$ cat config.mk
export PLATFORM = sky130hd
export DESIGN_NAME = rs485_tx_ctrl
export DESIGN_NICKNAME = d
export VERILOG_FILES = /design/src/rtl/rs485_pkg.sv /design/src/rtl/rs485_bit_timer.sv /design/src/rtl/rs485_tx_ctrl.sv
export SDC_FILE = /design/constraint.sdc
export NUM_CORES = 1
export LEC_CHECK = 0
export BUFFER_PORTS_ARGS = -buffer_cell sky130_fd_sc_hd__buf_2
export CELL_PAD_IN_SITES_DETAIL_PLACEMENT = 0
export CELL_PAD_IN_SITES_GLOBAL_PLACEMENT = 1
export CORE_MARGIN = 10
export CORE_UTILIZATION = 47
export DETAILED_ROUTE_END_ITERATION = 6
export PLACE_DENSITY_LB_ADDON = 0.1
export SLEW_MARGIN = 20
export SYNTH_ARGS = -nofsm -noshare
export SYNTH_HDL_FRONTEND = slang
export SYNTH_SLANG_ARGS = --single-unit
$ cat constraint.sdc
create_clock -name clk -period 5.2 [get_ports clk]
set_clock_uncertainty 0.2 [all_clocks]
set_input_delay 0.78 -clock clk [delete_from_list [all_inputs] [get_ports clk]]
set_output_delay 0.78 -clock clk [all_outputs]
set_load 0.01 [all_outputs]
$ cat src/rtl/rs485_pkg.sv
// Shared RS-485 definitions for the transmit and receive sides.
package rs485_pkg;

  localparam int RS485_OVS_DEF = 16;
  localparam int RS485_DATA_W  = 8;

  typedef enum logic [2:0] {
    ST_IDLE   = 3'd0,
    ST_LEAD   = 3'd1,
    ST_START  = 3'd2,
    ST_DATA   = 3'd3,
    ST_PARITY = 3'd4,
    ST_STOP   = 3'd5,
    ST_TRAIL  = 3'd6
  } rs485_state_e;

  function automatic logic rs485_parity(input logic [RS485_DATA_W-1:0] data,
                                        input logic                    odd);
    return (^data) ^ odd;
  endfunction

  function automatic int rs485_max3(input int a, input int b, input int c);
    int m;
    m = (a > b) ? a : b;
    return (m > c) ? m : c;
  endfunction

endpackage

$ cat src/rtl/rs485_bit_timer.sv
// Baud-tick counter with clear and a terminal-count strobe; one instance
// times guard, bit and stop periods by switching i_last.
module rs485_bit_timer #(
  parameter int CNT_W = 5
) (
  input  logic             clk,
  input  logic             reset,
  input  logic             i_clr,
  input  logic             i_tick,
  input  logic [CNT_W-1:0] i_last,
  output logic             o_done
);

  logic [CNT_W-1:0] r_cnt;

  assign o_done = i_tick && (r_cnt == i_last);

  always_ff @(posedge clk or negedge reset) begin
    if (!reset) begin
      r_cnt <= '0;
    end else if (i_clr) begin
      r_cnt <= '0;
    end else if (i_tick) begin
      r_cnt <= r_cnt + 1'b1;
    end
  end

endmodule

$ cat src/rtl/rs485_tx_ctrl.sv
// Half-duplex RS-485 transmit sequencer: byte handshake, start/data/parity/stop
// serialisation and driver-enable lead/trail guard timing.
module rs485_tx_ctrl
  import rs485_pkg::*;
#(
  parameter int OVS        = RS485_OVS_DEF,
  parameter int DE_LEAD    = 16,
  parameter int DE_TRAIL   = 16,
  parameter int STOP_BITS  = 1,
  parameter int PARITY_EN  = 0,
  parameter int PARITY_ODD = 0
) (
  input  logic                    clk,
  input  logic                    reset,
  input  logic                    baud_tick,
  input  logic [RS485_DATA_W-1:0] tx_data,
  input  logic                    tx_valid,
  output logic                    tx_ready,
  output logic                    txd,
  output logic                    de,
  output logic                    re_n,
  output logic                    busy,
  output logic                    tx_done
);

  localparam int STOP_TICKS = OVS * STOP_BITS;
  localparam int MAX_TICKS  = rs485_max3(STOP_TICKS, DE_LEAD, DE_TRAIL);
  localparam int CNT_W      = (MAX_TICKS > 2) ? $clog2(MAX_TICKS) : 1;

  localparam logic [CNT_W-1:0] BIT_LAST   = CNT_W'(OVS - 1);
  localparam logic [CNT_W-1:0] STOP_LAST  = CNT_W'(STOP_TICKS - 1);
  localparam logic [CNT_W-1:0] LEAD_LAST  = CNT_W'((DE_LEAD  > 0) ? DE_LEAD  - 1 : 0);
  localparam logic [CNT_W-1:0] TRAIL_LAST = CNT_W'((DE_TRAIL > 0) ? DE_TRAIL - 1 : 0);
  localparam logic             PAR_ODD    = (PARITY_ODD != 0);

  rs485_state_e              r_state;
  rs485_state_e              w_state_nxt;
  logic [RS485_DATA_W-1:0]   r_shift;
  logic [RS485_DATA_W-1:0]   w_shift_nxt;
  logic                      r_par;
  logic [2:0]                r_bit_idx;
  logic [2:0]                w_bit_idx_nxt;
  logic                      r_txd;
  logic                      r_de;
  logic                      r_ready;
  logic                      r_busy;
  logic                      r_done;
  logic                      w_txd_nxt;
  logic                      w_done_nxt;
  logic                      w_accept;
  logic                      w_tmr_done;
  logic                      w_tmr_clr;
  logic                      w_bit_end;
  logic [CNT_W-1:0]          w_tmr_last;

  assign w_accept  = tx_valid && r_ready;
  assign w_bit_end = (r_state == ST_DATA) && w_tmr_done;

  always_comb begin
    case (r_state)
      ST_LEAD:  w_tmr_last = LEAD_LAST;
      ST_STOP:  w_tmr_last = STOP_LAST;
      ST_TRAIL: w_tmr_last = TRAIL_LAST;
      default:  w_tmr_last = BIT_LAST;
    endcase
  end

  // Restart the count on every state entry and on each data-bit boundary.
  assign w_tmr_clr = (r_state == ST_IDLE) || (w_state_nxt != r_state) || w_bit_end;

  rs485_bit_timer #(
    .CNT_W (CNT_W)
  ) u_timer (
    .clk    (clk),
    .reset  (reset),
    .i_clr  (w_tmr_clr),
    .i_tick (baud_tick),
    .i_last (w_tmr_last),
    .o_done (w_tmr_done)
  );

  always_comb begin
    w_state_nxt = r_state;
    w_done_nxt  = 1'b0;
    case (r_state)
      ST_IDLE: begin
        if (w_accept) begin
          w_state_nxt = (DE_LEAD == 0) ? ST_START : ST_LEAD;
        end
      end
      ST_LEAD: begin
        if (w_tmr_done) begin
          w_state_nxt = ST_START;
        end
      end
      ST_START: begin
        if (w_tmr_done) begin
          w_state_nxt = ST_DATA;
        end
      end
      ST_DATA: begin
        if (w_tmr_done && (r_bit_idx == 3'd7)) begin
          w_state_nxt = (PARITY_EN != 0) ? ST_PARITY : ST_STOP;
        end
      end
      ST_PARITY: begin
        if (w_tmr_done) begin
          w_state_nxt = ST_STOP;
        end
      end
      ST_STOP: begin
        if (w_tmr_done) begin
          w_done_nxt  = 1'b1;
          w_state_nxt = (DE_TRAIL == 0) ? ST_IDLE : ST_TRAIL;
        end
      end
      ST_TRAIL: begin
        // A new byte wins over guard expiry and skips the lead guard.
        if (w_accept) begin
          w_state_nxt = ST_START;
        end else if (w_tmr_done) begin
          w_state_nxt = ST_IDLE;
        end
      end
      default: begin
        w_state_nxt = ST_IDLE;
      end
    endcase
  end

  always_comb begin
    w_shift_nxt = r_shift;
    if (w_accept) begin
      w_shift_nxt = tx_data;
    end else if (w_bit_end) begin
      w_shift_nxt = r_shift >> 1;
    end
  end

  always_comb begin
    w_bit_idx_nxt = r_bit_idx;
    if ((w_state_nxt == ST_DATA) && (r_state != ST_DATA)) begin
      w_bit_idx_nxt = 3'd0;
    end else if (w_bit_end) begin
      w_bit_idx_nxt = r_bit_idx + 3'd1;
    end
  end

  // Line level is decoded from the next state so txd changes on the same edge as the state.
  always_comb begin
    case (w_state_nxt)
      ST_START:  w_txd_nxt = 1'b0;
      ST_DATA:   w_txd_nxt = w_shift_nxt[0];
      ST_PARITY: w_txd_nxt = r_par;
      default:   w_txd_nxt = 1'b1;
    endcase
  end

  always_ff @(posedge clk or negedge reset) begin
    if (!reset) begin
      r_state   <= ST_IDLE;
      r_bit_idx <= 3'd0;
      r_txd     <= 1'b1;
      r_de      <= 1'b0;
      r_ready   <= 1'b0;
      r_busy    <= 1'b0;
      r_done    <= 1'b0;
    end else begin
      r_state   <= w_state_nxt;
      r_bit_idx <= w_bit_idx_nxt;
      r_txd     <= w_txd_nxt;
      r_de      <= (w_state_nxt != ST_IDLE);
      r_ready   <= (w_state_nxt == ST_IDLE) || (w_state_nxt == ST_TRAIL);
      r_busy    <= (w_state_nxt != ST_IDLE);
      r_done    <= w_done_nxt;
    end
  end

  always_ff @(posedge clk) begin
    r_shift <= w_shift_nxt;
    if (w_accept) begin
      r_par <= rs485_parity(tx_data, PAR_ODD);
    end
  end

  assign tx_ready = r_ready;
  assign txd      = r_txd;
  assign de       = r_de;
  assign re_n     = r_de;
  assign busy     = r_busy;
  assign tx_done  = r_done;

endmodule
==> results by group, run 1 <==
STA
  – Tightest Pin Transition: 550.9 ps
  – Relative slew slack: 63.27%
  – Final setup viols: 0
  – RSZ-0062 raised after global routing: false
  – Tcrit/Tclk final: 41.02%
  – Setup tns final: 0 ps
  – Final worst slack: 3067 ps
  – Slew Viols, Final: 0
  – FMAX: 0.4688 GHz
  – Hold Vio Cnt, Final: 0
  – Min Tclk post-route: 2133 ps

Routing
  – Vias per cell: 5.240
  – Post-route DRC: 0
  – Drt total wl: 2340 µm
  – 1st-iter DRT viols: 24
  – Drt first pass iters: 4
  – Via count: 786
  – WL/cell: 15.60 µm
  – Antenna-violating nets left: 0

Setup path
  – CP Launch Type: input pin
  – CP Capture Type: flip-flop
  – CP delay by family, top: simple AND/OR/NAND/NOR gates
  – Most used cell, CP: nand2_1
  – Critical path's largest stage delay: 460 ps
  – R2r worst-path depth: 4
  – Slowest cell on the critical path: or4_1
  – Crit path max fanout: 11
  – Critical path class: input pin to flip-flop
  – Crit-path cells: buf_2 -> nand2_1 -> inv_1 -> or4_1 -> o2111ai_2 -> inv_2 -> nor2_2 -> nand2_1
  – Worst EP arrival: 2140 ps
  – CP Data Required Time: 5210 ps
  – Worst path bufs/invs: 3
  – Critical Path Stages: 8

Layout
  – FF+latch area: 611.8 µm²
  – Finished Layout Cells: 150
  – Area Overhead vs Synth: 7.833%
  – Filler cell count: 236
  – Layout cell share with drive strength beyond 1: 29.17%
  – Total Nets Final: 136
  – Most common cell after layout, fill and taps aside: buf_2
  – Most frequent cells in the layout: buf_2, nand2_1, dfrtp_1
  – # diodes: 0
  – Multi-input logic area: 554.3 µm²

Clocking
  – CTS Buf Count: 3
  – CTS tree: yes
  – Clock root buffer: clkbuf_4
  – CTS-repair resized insts: 0
  – Reg clk slew, reported paths: 130 ps
  – Clock Latency Late Sink: 310 ps
  – Hold-fix buffers, CTS: 0
  – H-tree lvl count: 1
  – Postcts setup bufs: 0
  – Sink Count: 23
  – Clk buf depth: 2

Floorplan
  – Starting Density: 49.65%
  – Core area: 2477 µm²
  – Chip width: 71.16 µm
  – I/O pins: 18
  – Die area: 5063 µm²
  – Die Ht: 71.16 µm
  – Num rows: 18

Logic synthesis
  – Yosys top cell area share: 26.45%
  – Largest area contributor in the netlist: dfrtp_1
  – Area contributors post-synth: dfrtp_1, edfxtp_1, xnor2_1
  – Post-Syn Area: 1230 µm²
  – Syn. warnings: 0
  – Syn nets: 120
  – Yosys cell types: 38
  – Synthesized instance count: 105
  – Number of synthesized register bits: 23
  – Mean Syn Cell Area: 11.71 µm²
  – Register area share after synthesis: 49.75%

Global route
  – Largest net degree at the start of global routing: 15
  – First-pass GRT wire length: 4105 µm
  – Vias in the first global route: 871
  – Total track usage: 9.686%
  – Gr ovfl total: 0
  – Antenna violations before repair: 0

Power
  – Pwr Density: 395.5 nW/µm²
  – LEAKAGE: 0.0005635 µW
  – Maximum VDD drop: 0.0002243 V
  – Pwr Total: 524.5 µW

Placed design
  – Global placer's final weighted congestion: 0.7578
  – Placed cells: 146
  – Post-DP HPWL: 1769 µm
  – Port buffer count: 17
  – Setup WS pre-CTS: 2720 ps

Run
  – Max Cap Viol: 0

Outcome
  – Status: completed

Min path
  – Hold/Removal Path Class: input pin to async pin
synth_stat cells:
library cell	instances
nand2_1	15
dfrtp_1	13
nor2_1	9
edfxtp_1	8
xnor2_1	8
a22o_1	6
o21ai_0	5
buf_4	3
ha_1	3
xor2_1	3
buf_2	2
inv_1	2
nand4_1	2
nor2_2	2
a21o_1	1
a21oi_2	1
a2bb2oi_2	1
a2bb2oi_4	1
a311oi_2	1
a31oi_1	1
a41oi_1	1
and2b_4	1
and3_1	1
and4_4	1
buf_12	1
dfstp_2	1
dfxtp_1	1
inv_2	1
mux2i_1	1
nand2_4	1
nand3_1	1
nand4_4	1
nor3_1	1
nor3b_1	1
o2111ai_2	1
o211a_4	1
o31ai_2	1
or4_1	1
through the flow:
| stage | hold WS (ps) | util (%) | instance area [µm²] |
|---|---|---|---|
| floorplan | 253.8 | - | 1230 |
| global placement | 268.9 | 52.47 | 1300 |
| detailed placement | 289.4 | 52.47 | 1300 |
| CTS | 144.2 | 53.54 | 1326 |
| global route | 142.7 | 53.54 | 1326 |
| finish | 136.1 | 53.54 | 1326 |
report_power, final:
part / total, µW / switching (µW) / internal, µW
clock: 83.6 / 53.6 / 29.9
sequential: 274 / 41.6 / 232
combinational: 167 / 86.9 / 80.4
flip-flops by register name, indices dropped and copies added, names as in the netlist:
signal,flops
txd,1
r_state,3
tx_ready,1
u_timer.r_cnt,4
tx_done,1
r_bit_idx,3
r_shift,8
busy,1
r_par,1
routing by layer:
metal  part of all wire, %  GRT usage, %  wire (µm)
met1                    47         11.46       1101
met2                    47         15.98       1103
met3                   5.0         2.929        117
met4                  0.77         3.656         18
met5                     0             0          0
layout make-up:
cell class                 instances  area share, %
multi-input combinational         73          41.79
timing repair buffer              17          6.415
inverter                           3         0.8491
clock buffer                       4          1.981
tap                               30          2.830
sequential                        23          46.13
cells by family (layout without fill, tap and decap cells):
logic type,count (synthesis),count (layout),share of synthesized area (%)
xor+xnor,11,11,7.834
simple gates,37,37,16.28
mux,1,1,0.8139
fa+ha+maj,3,3,3.052
buf+inv,9,24,5.188
compound gates,21,21,17.09
flops,23,23,49.75
final timing paths:
kind | slack [ps] | to | startpoint
setup / recovery | 3070 | busy$_DFF_PN0_ | tx_valid
hold / removal | 140 | r_state[1]$_DFF_PN0_ | reset
setup reg to reg | 3140 | r_shift[1]$_DFFE_PP_ | u_timer.r_cnt[0]$_DFFE_PN0P_
hold reg to reg | 310 | r_bit_idx[2]$_DFFE_PN0P_ | r_bit_idx[2]$_DFFE_PN0P_
max in group asynchronous | 4380 | txd$_DFF_PN1_ | reset
min in group clk | 310 | r_bit_idx[2]$_DFFE_PN0P_ | r_bit_idx[2]$_DFFE_PN0P_
No activity file was read; power rests on OpenSTA's default activity.
==> run 2, diff against run 1 <==
- ABC_AREA: unset -> 1
- CORE_UTILIZATION: 47 -> 42
- clock period: 5.2 -> 2.05 ns (I/O delays scaled with it)
==> run 2 against run 1 <==
Against the previous run:
- cell count up 41%
- area after synthesis up 7.2%
- sequential power up 110%
- global-route usage down 0.96 points
- final area up 9.9%
- hold slack worse by 52 ps
- worst setup slack worse by 2900 ps
- total power up 88%
- largest power group unchanged
==> results by group, run 2 <==
Layout
  – Total Nets Final: 183 (+35%)
  – Largest register FFs: 8 (unchanged)
  – Most flops, register: r_shift
  – Most common cell after layout, fill and taps aside: nand2_1
  – Most frequent cells in the layout: nand2_1, buf_2, nor2_1
  – Cell area after layout: 1458 µm² (+9.9%)
  – Biggest regs: r_shift: 8 flops, u_timer.r_cnt: 4 flops
  – # diodes: 0 (unchanged)
  – Area Overhead vs Synth: 10.53%
  – Layout cell share with drive strength beyond 1: 24.55% (-4.6 points)

Clocking
  – Reg clk slew, reported paths: 120 ps (about the same)
  – Clk buf depth: 2 (unchanged)
  – H-tree lvl count: 1 (unchanged)
  – CTS tree: yes
  – CTS Buf Count: 3 (unchanged)
  – Postcts setup bufs: 0 (unchanged)
  – Clock root buffer: clkbuf_4
  – CTS-repair resized insts: 0 (unchanged)
  – Clock Latency Late Sink: 300 ps (about the same)
  – Hold-fix buffers, CTS: 1 (+1)
  – Sink Count: 23 (unchanged)

STA
  – Relative slew slack: 77.65% (+14 points)
  – FMAX: 0.5371 GHz
  – Final setup viols: 0 (unchanged)
  – RSZ-0062 raised after global routing: false
  – Hold WS: 84.33 ps (-51.73 ps)
  – Slew Viols, Final: 0 (unchanged)
  – Min Tclk post-route: 1862 ps
  – Tightest Pin Transition: 335.3 ps (-215.6 ps)
  – Tcrit/Tclk final: 90.82%
  – Setup tns final: 0 ps (unchanged)
  – Hold Vio Cnt, Final: 0 (unchanged)

Setup path
  – Most used cell, CP: inv_2
  – Worst path bufs/invs: 2 (-1)
  – CP startpoint: u_timer.r_cnt[0]$_DFFE_PN0P_
  – Critical Path Stages: 7 (-1)
  – RR Startpoint: u_timer.r_cnt[0]$_DFFE_PN0P_
  – RR Endpoint: r_shift[1]$_DFFE_PP_
  – Crit path max fanout: 13 (+2)
  – Worst Setup EP: r_shift[1]$_DFFE_PP_
  – CP Capture Type: flip-flop
  – Slowest cell on the critical path: dfrtp_1
  – R2r worst-path depth: 7 (+3)
  – Worst EP arrival: 1650 ps (-490 ps)
  – Critical path class: flip-flop to flip-flop
  – Critical path's largest stage delay: 410 ps (-50 ps)
  – CP delay by family, top: simple AND/OR/NAND/NOR gates
  – CP Launch Type: flip-flop
  – Crit-path cells: ha_1 -> nand2_2 -> inv_2 -> nand2_4 -> nor2_8 -> inv_2 -> nand2_1
  – CP Data Required Time: 1840 ps (-3370 ps)
  – R2R Setup Slk: 190 ps (-2950 ps)

Routing
  – Drt total wl: 2496 µm (+6.7%)
  – Antenna-violating nets left: 0 (unchanged)
  – WL/cell: 11.83 µm (-24%)
  – 1st-iter DRT viols: 65 (+170%)
  – Post-route DRC: 0 (unchanged)
  – Via count: 1002 (+27%)
  – Vias per cell: 4.749 (-9.4%)
  – Drt first pass iters: 4 (unchanged)

Global route
  – Total track usage: 8.721% (-0.96 points)
  – Largest net degree at the start of global routing: 15 (unchanged)
  – Vias in the first global route: 1000 (+15%)
  – Gr ovfl total: 0 (unchanged)
  – Antenna violations before repair: 0 (unchanged)
  – First-pass GRT wire length: 4319 µm (+5.2%)

Logic synthesis
  – Most frequent cell after synthesis: nand2_1
  – Top post-synthesis cells by count: nand2_1, nor2_1, nand3_1, dfrtp_1, inv_1
  – Yosys cell types: 30 (-21%)
  – Number of synthesized register bits: 23 (unchanged)
  – Post-synth EDFFs: 8 (unchanged)
  – Synthesized instance count: 149 (+42%)
  – Syn. warnings: 0 (unchanged)
  – Area contributors post-synth: dfrtp_1, edfxtp_1, nand2_1
  – Syn nets: 164 (+37%)
  – Largest area contributor in the netlist: dfrtp_1
  – Top FF cell, synth: dfrtp_1
  – Asr flop ratio synth: 60.87% (unchanged)
  – Yosys top cell area share: 24.67% (-1.8 points)
  – Register area share after synthesis: 46.39% (-3.4 points)
  – Mean Syn Cell Area: 8.851 µm² (-24%)
  – Post-Syn Area: 1319 µm² (+7.2%)

Placed design
  – Post-DP Area: 1421 µm² (+9.3%)
  – Port buffer count: 17 (unchanged)
  – Global placer's final weighted congestion: 0.7956 (+5.0%)
  – Post-DP HPWL: 1983 µm (+12%)

Power
  – Maximum VDD drop: 0.0002648 V (+18%)
  – LEAKAGE: 0.0007596 µW (+35%)
  – Pwr Total: 986.4 µW (+88%)
  – Pwr Density: 676.7 nW/µm² (+71%)

Run
  – Max Cap Viol: 0 (unchanged)

Floorplan
  – Core area: 3028 µm² (+22%)
  – Num rows: 20 (+2)
  – I/O pins: 18 (unchanged)
  – Die Ht: 76.04 µm (+6.9%)
  – Starting Density: 43.55% (-6.1 points)
  – Die area: 5781 µm² (+14%)
  – Chip width: 76.04 µm (+6.9%)

Min path
  – Hold/Removal Path Class: input pin to flip-flop

Outcome
  – Status: completed
==> run 2: worst min path at each step <==
stage	start	end	cells after the start
final	tx_data[0]	r_shift[0]$_DFF_P_	3
after global placement	reset	tx_done$_DFF_PN0_	1
after floorplan	reset	busy$_DFF_PN0_	0
after CTS	tx_data[0]	r_shift[0]$_DFF_P_	3
after detailed placement	reset	tx_done$_DFF_PN0_	1
after global routing	tx_data[1]	r_shift[1]$_DFFE_PP_	3
==> run 2: power by group <==
part           leakage, µW  switching, µW  internal, µW  total (µW)
logic             0.000481            128          88.0         216
clock network    0.0000150            126          75.7         202
registers         0.000264           35.5           533         569
total             0.000760            289           697         986
==> run 2: cell families (layout without fill, tap and decap cells) <==
logic type               Yosys count  in the layout  share of synthesized area, %
buffers and inverters             20             38                         7.684
flip-flops                        23             23                         46.39
AND/OR/NAND/NOR                   84             84                         31.78
XOR/XNOR                          10             10                         6.642
adder cells (fa/ha/maj)            3              3                         2.847
multiplexers                       1              1                        0.7590
AO/OA/AOI/OAI                      8              8                         3.890
==> run 2: layer usage <==
| layer | part of all wire [%] | track usage [%] | vias up | routed length, µm |
|---|---|---|---|---|
| li1 | - | - | 512 | - |
| met1 | 48 | 11.16 | 466 | 1201 |
| met2 | 46 | 13.61 | 20 | 1146 |
| met3 | 4.8 | 2.594 | 4 | 119 |
| met4 | 1.2 | 2.841 | 0 | 29 |
| met5 | 0 | 0 | - | 0 |
==> run 2: metrics by stage <==
| step | util [%] | cells | setup slack, ps |
|---|---|---|---|
| after floorplan | - | 149 | 329.1 |
| after global placement | 46.94 | 206 | 236.2 |
| after detailed placement | 46.94 | 206 | 190.2 |
| after CTS | 48.14 | 211 | 170.4 |
| after global routing | 48.14 | 211 | 46.46 |
| final | 48.14 | 211 | 188.2 |
==> run 2: worst register-to-register path, delay by kind of cell, from the launching register on <==
family                   cells  cell delay [ps]
AND/OR/NAND/NOR              4              590
buffers and inverters        2              160
flip-flops                   1              410
adder cells (fa/ha/maj)      1              180
==> run 2: final cells by class <==
class | count | area, µm²
fillers | 304 | 1570
flip-flops and latches | 23 | 611.8
well taps | 44 | 55.05
inverters | 15 | 56.30
multi-input cells | 106 | 605.6
repair buffers | 19 | 102.6
clock buffers | 4 | 26.28
==> run 3, diff against run 2 <==
- ABC_AREA: 1 -> unset
- CORE_UTILIZATION: 42 -> 44
==> run 3 against run 2 <==
Against the previous run:
- die area fell by 8.2%
- final area fell by 6.2%
- cell count fell by 26%
- wire length fell by 7.5%
- sequential power rose by 17%
- non-clock buffer count rose by 3
- sequential share of layout area rose by 2.8 points
==> results by group, run 3 (synthesis results as in run 1) <==
Layout
  – # diodes: 0 (unchanged)
  – Area Overhead vs Synth: 11.19%
  – Biggest regs: r_shift: 8 flops, u_timer.r_cnt: 4 flops
  – Most frequent cells in the layout: buf_2, nand2_1, dfrtp_1
  – Layout cell share with drive strength beyond 1: 31.20% (+6.6 points)
  – Total Nets Final: 141 (-23%)
  – Largest register FFs: 8 (unchanged)
  – Most flops, register: r_shift
  – Most common cell after layout, fill and taps aside: buf_2

Clocking
  – H-tree lvl count: 1 (unchanged)
  – CTS-repair resized insts: 0 (unchanged)
  – Clk buf depth: 2 (unchanged)
  – Postcts setup bufs: 0 (unchanged)
  – Hold-fix buffers, CTS: 1 (unchanged)
  – Clock root buffer: clkbuf_4
  – CTS Buf Count: 3 (unchanged)
  – Reg clk slew, reported paths: 120 ps (about the same)
  – CTS tree: yes
  – Sink Count: 23 (unchanged)
  – Clock Latency Late Sink: 310 ps (about the same)

STA
  – Tcrit/Tclk final: 93.21% (+2.4 points)
  – Slew Viols, Final: 0 (unchanged)
  – RSZ-0062 raised after global routing: false
  – Setup tns final: 0 ps (unchanged)
  – Min Tclk post-route: 1911 ps (+48.95 ps)
  – Relative slew slack: 67.25% (-10 points)
  – Hold WS: 111.2 ps (+26.83 ps)
  – Final setup viols: 0 (unchanged)
  – Hold Vio Cnt, Final: 0 (unchanged)
  – Tightest Pin Transition: 486.1 ps (+150.9 ps)
  – FMAX: 0.5233 GHz (-2.6%)

Global route
  – Largest net degree at the start of global routing: 15 (unchanged)
  – Antenna violations before repair: 0 (unchanged)
  – Met2 GRT Util: 14.64% (+1.0 points)
  – Top Usage Layer GRT: met2
  – Gr ovfl total: 0 (unchanged)
  – Total track usage: 9.286% (+0.57 points)
  – M3 GR Usage: 1.905% (-0.69 points)
  – Grt met1 use: 12.02% (+0.86 points)
  – First-pass GRT wire length: 3933 µm (-8.9%)
  – Vias in the first global route: 850 (-15%)

Setup path
  – Crit-path cells: ha_1 -> and4_4 -> nand3_1 -> nand2_1
  – Crit path max fanout: 9 (-4)
  – Worst EP arrival: 1710 ps (+60 ps)
  – CP Data Required Time: 1850 ps (about the same)
  – Slowest cell on the critical path: dfrtp_1
  – Critical path class: flip-flop to flip-flop
  – Critical path's largest stage delay: 400 ps (about the same)
  – CP Launch Type: flip-flop
  – CP Capture Type: flip-flop

Routing
  – 1st-iter DRT viols: 36 (-45%)
  – WL/cell: 14.80 µm (+25%)
  – Post-route DRC: 0 (unchanged)
  – Drt first pass iters: 4 (unchanged)
  – Antenna-violating nets left: 0 (unchanged)
  – Vias per cell: 5.308 (+12%)
  – Drt total wl: 2309 µm (-7.5%)
  – Via count: 828 (-17%)

Power
  – Pwr Total: 1356 µW (+37%)
  – Maximum VDD drop: 0.0006180 V (+130%)
  – Pwr Density: 991.2 nW/µm² (+46%)
  – LEAKAGE: 0.0005868 µW (-23%)

Run
  – Max Cap Viol: 0 (unchanged)

Floorplan
  – Die Ht: 72.87 µm (-4.2%)
  – Die area: 5310 µm² (-8.2%)
  – I/O pins: 18 (unchanged)
  – Starting Density: 45.38% (+1.8 points)
  – Core area: 2710 µm² (-10%)
  – Num rows: 19 (-5.0%)
  – Chip width: 72.87 µm (-4.2%)

Min path
  – Hold/Removal Path Class: input pin to flip-flop

Placed design
  – Post-DP HPWL: 1824 µm (-8.0%)
  – Global placer's final weighted congestion: 0.7307 (-8.2%)
  – Port buffer count: 17 (unchanged)

Outcome
  – Status: completed
[run 3: cell types whose count changed in the layout (fill, tap and decap cells not counted), moves of 2 or more]
| cell | before | now |
|---|---|---|
| buf_4 | 1 | 4 |
| nand3_1 | 14 | 1 |
| nand3_2 | 2 | 0 |
| a22o_1 | 2 | 6 |
| o21ai_0 | 2 | 5 |
| nand2_2 | 4 | 0 |
| a21oi_1 | 2 | 0 |
| inv_1 | 9 | 2 |
| nor2_1 | 16 | 9 |
| nand2_1 | 39 | 15 |
| inv_2 | 5 | 1 |
[run 3: path summary, 6_finish.rpt]
| path | from | endpoint | slack (ps) | depth (start not counted) |
|---|---|---|---|---|
| worst max-delay path | u_timer.r_cnt[0]$_DFFE_PN0P_ | r_shift[7]$_DFFE_PP_ | 140 | 4 |
| max in group asynchronous | reset | txd$_DFF_PN1_ | 1150 | 2 |
| worst max register to register | u_timer.r_cnt[0]$_DFFE_PN0P_ | r_shift[7]$_DFFE_PP_ | 140 | 4 |
| worst min-delay path | tx_data[1] | r_shift[1]$_DFFE_PP_ | 110 | 2 |
| worst min register to register | r_bit_idx[2]$_DFFE_PN0P_ | r_bit_idx[2]$_DFFE_PN0P_ | 300 | 2 |
| min in group asynchronous | reset | r_bit_idx[0]$_DFFE_PN0P_ | 210 | 2 |
[run 3: through the flow]
stage               worst slack [ps]  utilization [%]  std cells  area (µm²)
finish                         139.2            50.46        156        1368
global route                   40.96            50.46        156        1368
CTS                            132.2            50.46        156        1368
detailed placement             149.4            49.12        151        1331
global placement               197.9            49.12        151        1331
floorplan                      220.6                -        105        1230
[run 3: report_power, final]
| part | switching (µW) | total, µW | internal, µW |
|---|---|---|---|
| Combinational | 252 | 480 | 228 |
| Sequential | 74.9 | 665 | 590 |
| Clock | 135 | 211 | 76.0 |
[run 3: worst max-delay path: cells and delay by family, from the launching register on]
kind	cells	cell delay, ps
DFF	1	400
and+or+nand+nor	3	790
adders and majority gates	1	200
[run 3: layer usage]
metal / vias up / part of all wire (%) / wire length (µm)
met4: 0 / 1.2 / 28
met3: 4 / 3.2 / 74
met1: 394 / 50 / 1145
met2: 14 / 46 / 1061
li1: 416 / - / -
met5: - / 0 / 0
[run 3: final cells by class]
cell class / instances / area [µm²]
repair buffers: 22 / 125.1
multi-input cells: 73 / 554.3
clock buffers: 4 / 26.28
inverters: 3 / 11.26
fillers: 267 / 1343
well taps: 31 / 38.79
flip-flops and latches: 23 / 611.8
